[src/rtl/wb_regfile.sv]
// Writeback-stage register file: 32 x 32-bit registers with r0 hardwired to
// zero, same-cycle write-to-read bypass on the rs, rt and debug read ports,
// a sticky halt flag and a saturating retired-instruction counter.
module wb_regfile (
   input  logic        clk,
   input  logic        rst,
   input  logic [31:0] pc_mem_wb,
   input  logic [31:0] instruction_mem_wb,
   input  logic        MemtoReg_mem_wb,
   input  logic [1:0]  Jump_mem_wb,
   input  logic [31:0] alu_out_mem_wb,
   input  logic [31:0] ram_read_data_mem_wb,
   input  logic        RegWrite_mem_wb,
   input  logic        halt_mem_wb,
   input  logic [4:0]  regfile_write_num_mem_wb,
   input  logic [4:0]  rs_num,
   input  logic [4:0]  rt_num,
   output logic [31:0] rs_data,
   output logic [31:0] rt_data,
   input  logic [4:0]  dbg_num,
   output logic [31:0] dbg_data,
   output logic        halted,
   output logic [15:0] retired_count,
   output logic [31:0] wb_data
);

   localparam int          NREG       = 32;
   localparam int          NPORT      = 3;
   localparam logic [1:0]  JUMP_LINK  = 2'b10;
   localparam logic [15:0] COUNT_MAX  = 16'hFFFF;

   // Register storage; r0 has no storage at all so it can never be written.
   logic [31:0] regs_reg [1:NREG-1];
   // Flat read view of the file with r0 tied to zero.
   logic [31:0] rd_word  [0:NREG-1];

   logic        halted_reg;
   logic [15:0] retired_reg;
   logic        write_en;
   logic [31:0] wb_value;

   // Read ports collected so one generate loop builds all three bypass muxes.
   logic [4:0]  rd_num [0:NPORT-1];
   logic [31:0] rd_val [0:NPORT-1];

   // Writeback value select: link beats load data, load data beats ALU result.
   always_comb begin
      wb_value = alu_out_mem_wb;
      if (Jump_mem_wb == JUMP_LINK) begin
         wb_value = pc_mem_wb + 32'd4;
      end else if (MemtoReg_mem_wb) begin
         wb_value = ram_read_data_mem_wb;
      end
   end

   // A halt instruction, and everything after it, must not modify state.
   always_comb begin
      write_en = RegWrite_mem_wb && !halt_mem_wb && !halted_reg &&
                 (regfile_write_num_mem_wb != 5'd0);
   end

   assign rd_word[0] = '0;

   // One flop bank per register, each cleared asynchronously and loaded
   // when the decoded write address selects it.
   generate
      for (genvar gi = 1; gi < NREG; gi++) begin : g_reg
         always_ff @(posedge clk or posedge rst) begin
            if (rst) begin
               regs_reg[gi] <= '0;
            end else if (write_en && (regfile_write_num_mem_wb == 5'(gi))) begin
               regs_reg[gi] <= wb_value;
            end
         end
         assign rd_word[gi] = regs_reg[gi];
      end
   endgenerate

   // Sticky halt flag: set by the first halt seen, cleared only by reset.
   always_ff @(posedge clk or posedge rst) begin
      if (rst) begin
         halted_reg <= 1'b0;
      end else if (halt_mem_wb) begin
         halted_reg <= 1'b1;
      end
   end

   // Retired-instruction counter: counts non-bubbles before halt, saturating.
   always_ff @(posedge clk or posedge rst) begin
      if (rst) begin
         retired_reg <= '0;
      end else if ((instruction_mem_wb != 32'h0) && !halted_reg && !halt_mem_wb &&
                   (retired_reg != COUNT_MAX)) begin
         retired_reg <= retired_reg + 16'd1;
      end
   end

   assign rd_num[0] = rs_num;
   assign rd_num[1] = rt_num;
   assign rd_num[2] = dbg_num;

   // Per-port read: storage, overridden by the in-flight write to the same
   // register, overridden again by the r0-is-zero rule.
   generate
      for (genvar gi = 0; gi < NPORT; gi++) begin : g_port
         always_comb begin
            rd_val[gi] = rd_word[rd_num[gi]];
            if (write_en && (rd_num[gi] == regfile_write_num_mem_wb)) begin
               rd_val[gi] = wb_value;
            end
            if (rd_num[gi] == 5'd0) begin
               rd_val[gi] = '0;
            end
         end
      end
   endgenerate

   assign rs_data       = rd_val[0];
   assign rt_data       = rd_val[1];
   assign dbg_data      = rd_val[2];
   assign halted        = halted_reg;
   assign retired_count = retired_reg;
   assign wb_data       = wb_value;

endmodule

[config.mk]
export PLATFORM = sky130hd
export DESIGN_NAME = wb_regfile
export DESIGN_NICKNAME = d
export VERILOG_FILES = /design/src/rtl/wb_regfile.sv
export SDC_FILE = /design/constraint.sdc
export NUM_CORES = 2
export LEC_CHECK = 0
export BUFFER_PORTS_ARGS = -buffer_cell sky130_fd_sc_hd__buf_4
export CAP_MARGIN = 40
export CELL_PAD_IN_SITES_DETAIL_PLACEMENT = 1
export CELL_PAD_IN_SITES_GLOBAL_PLACEMENT = 1
export CORE_MARGIN = 2
export CORE_UTILIZATION = 50
export CTS_BUF_LIST = sky130_fd_sc_hd__clkbuf_16
export CTS_CLUSTER_DIAMETER = 150
export DETAILED_ROUTE_END_ITERATION = 8
export PLACE_DENSITY = 0.77
export RECOVER_POWER = 100
export SLEW_MARGIN = 0
export SYNTH_ARGS = -nofsm -noshare
export SYNTH_HDL_FRONTEND = slang
export SYNTH_SLANG_ARGS = --single-unit
[constraint.sdc]
create_clock -name clk -period 42.3 [get_ports clk]
set_input_delay 2.115 -clock clk [delete_from_list [all_inputs] [get_ports clk]]
set_output_delay 2.115 -clock clk [all_outputs]
set_load 0.1 [all_outputs]
==> qor.txt <==
Critical R2R Launch -> halted
TritonCTS Buffers -> 115
Finished Layout Cells -> 7,854
Min cycle time layout -> 19.52 ns
Leak -> 28.7 nW
Ys async rst share -> 1.00
Final nets -> 6,261
Startpoint Class -> input pin
Pins over their slew limit -> 4,335
Row count -> 129
Number of flops mapped to enable cells by yosys -> 0
Crit-path max FO -> 87
# setup viols final -> 0
Antenna viol nets, final -> 0
CTS tree -> done
Reg2Reg Setup Slack -> 35.90 ns
CP arrival -> 17.40 ns
Initial antenna violation count -> 19
DP HPWL -> 182,000 µm
First-pass GRT wire length -> 426,000 µm
#FFs+latches synth -> 1,009
Port Buf Inserts -> 299
Clk_lat worst skew -> 0.78 ns
Share of the synthesized area in the top cell type -> 0.406
Post-CTS setup repair buffer count -> 0
Netlist cell types -> 73
Mapped cell area -> 62,200 µm²
Starting Density -> 0.504
IO Count -> 300
Fin crit share -> 0.461
Ys flop type -> dfrtp_1
Initial detailed-routing violation count -> 8,817
Die footprint -> 127,000 µm²
Hold Crit Depth -> 1
Die Y -> 357 µm
Worst r2r dst -> rd_word[624]
Outcome -> finished, violations left
Max reg flops -> 992
1st-pass router iterations -> 6
Via density -> 7.54
Post-Synthesis Cells -> 6,088
Maximum clock path buffer count -> 3
Core area -> 123,000 µm²
Dpl cells -> 7,617
HP Start -> retired_count[12]
Hold buffer count at cts -> 0
Hold path endpoint -> retired_count[12]
Worst hold-check path type -> reg -> reg
Seq/Total Area, Yosys -> 0.406
Top cells by area, synth -> dfrtp_1, mux4_2, o21ai_0
Max-slew headroom -> -3.45
Wire per inst -> 37.4 µm
DRC Markers -> 0
R2r worst-path depth -> 8
Congestion Overflow GR -> 0
Setup WS post-layout -> 22.78 ns
Via count -> 59.2k
Worst-path clk slew -> 0.06 ns
Critical Path Sink Type -> primary output
Yosys top cell by area -> dfrtp_1
Maximum vdd drop -> 33.0 µV
Maxcap violations -> 107
Power Density -> 34.6 nW/µm²
Final hold vios -> 0
Setup TNS -> 0 ns
Max Clock Skew -> 0.0414 ns
Layout cell share with drive strength beyond 1 -> 0.199
Largest net degree at the start of global routing -> 116
Max H-tree Level -> 3
Syn_nets -> 6,245
Path type of the worst setup path -> in -> out
Vias in the first global route -> 60.8k
Unrepaired setup endpoints after global routing -> no
Die W -> 357 µm
Actual slew at the worst max-slew pin -> 6.67 ns
Synth Area per Inst -> 10.2 µm²
Violated checks -> capacitance limit, slew limit
Drt total wl -> 294,000 µm
Max frequency -> 51.2 MHz
Critical Path RT -> 40.18 ns
GPL Wtd Cong -> 0.905
Clk sinks -> 1,009
Resized cells post-CTS -> 0
Root Driver -> clkbuf_16
Layout area overhead -> 11.0%
Gr usage total -> 0.462
Post-place setup slack -> 33.46 ns
Yosys warns -> 0
Hold Slack -> 0.488 ns
layout by cell type (no fill, tap or decap), types with 25 or more instances in the layout:
cell type,instances
a221o_1,28
clkinv_2,26
a211oi_1,41
nor3_1,67
nor2_1,129
o22ai_1,133
nand2_1,1160
a21oi_1,95
o221ai_1,39
clkbuf_1,219
mux2_2,161
buf_4,276
nand3_1,46
nor2b_1,30
clkbuf_16,119
clkinv_1,32
inv_1,68
dfrtp_1,1009
mux4_2,526
xnor2_1,37
a221oi_1,79
a22oi_1,77
o21ai_0,1088
nor4_1,36
nand4_1,25
mux2i_1,268
per-layer routing:
metal,routed length [µm],track usage,vias to the layer above
met5,169,0.00407,-
met4,26900,0.349,16
met3,39200,0.150,1555
met2,125000,0.666,4869
met1,102000,0.581,30000
li1,-,-,22800
how the worst max path moves through the flow:
stage,startpoint,endpoint,slack [ns],cells past startpoint
floorplan,rst,halted,11.79,1
global placement,dbg_num[1],dbg_data[31],33.59,9
CTS,dbg_num[1],dbg_data[31],33.45,9
global route,rt_num[1],rt_data[18],23.21,9
detailed placement,dbg_num[1],dbg_data[31],33.46,9
finish,rt_num[1],rt_data[18],22.78,9
synthesized netlist by cell type (37+ instances only):
| master | count |
|---|---|
| buf_2 | 143 |
| dfrtp_1 | 1009 |
| nor3_1 | 67 |
| o21ai_0 | 1069 |
| nand2_1 | 1166 |
| nand3_1 | 57 |
| nor2_1 | 139 |
| a221oi_1 | 79 |
| o22ai_1 | 133 |
| o221ai_1 | 39 |
| mux4_2 | 526 |
| clkbuf_1 | 422 |
| a211oi_1 | 41 |
| inv_1 | 41 |
| mux2_2 | 163 |
| mux2i_1 | 269 |
| xnor2_1 | 37 |
| a22oi_1 | 77 |
| a21oi_1 | 111 |
power breakdown:
part           internal [mW]  switching (mW)
Combinational         0.0955           0.310
Clock                  0.553           0.446
Sequential             0.973         0.00856
Total                   1.62           0.764
critical path, cell delays in order:
cell and delay, ns:
clkbuf_1 2.59, clkbuf_1 4.85, clkbuf_1 2.06, xnor2_1 0.36, nand4_1 0.23, clkbuf_1 2.48, o21ai_0 1.09, o21ai_0 0.54
clkbuf_1 0.93
kinds of logic (layout without fill, tap and decap cells):
| logic type | Yosys count | after routing | synth area share |
|---|---|---|---|
| other cells | 0 | 16 | 0 |
| flops | 1009 | 1009 | 0.406 |
| simple gates | 1627 | 1627 | 0.109 |
| buf+inv | 674 | 787 | 0.0457 |
| compound gates | 1767 | 1767 | 0.168 |
| fa+ha+maj | 2 | 2 | 0.000402 |
| mux | 958 | 958 | 0.263 |
| xor+xnor | 51 | 51 | 0.00718 |
metrics by stage:
stage | power [mW] | utilization | cell area, µm²
final | 2.39 | 0.559 | 69000
after global routing | 2.43 | 0.559 | 69000
after CTS | 2.38 | 0.571 | 70500
after detailed placement | 1.40 | 0.542 | 66900
after global placement | 1.39 | 0.532 | 65600
after floorplan | 1.25 | - | 62200
area by class of cell:
type	count	area, µm²
Fill cell	13400	54500
Timing Repair Buffer	526	3370
Antenna cell	16	40.0
Clock inverter	95	651
Inverter	47	178
Sequential cell	1009	25200
Tap cell	1637	2050
Clock buffer	119	2980
Multi-Input combinational cell	4405	34500
(Power assumes the default switching activity.)
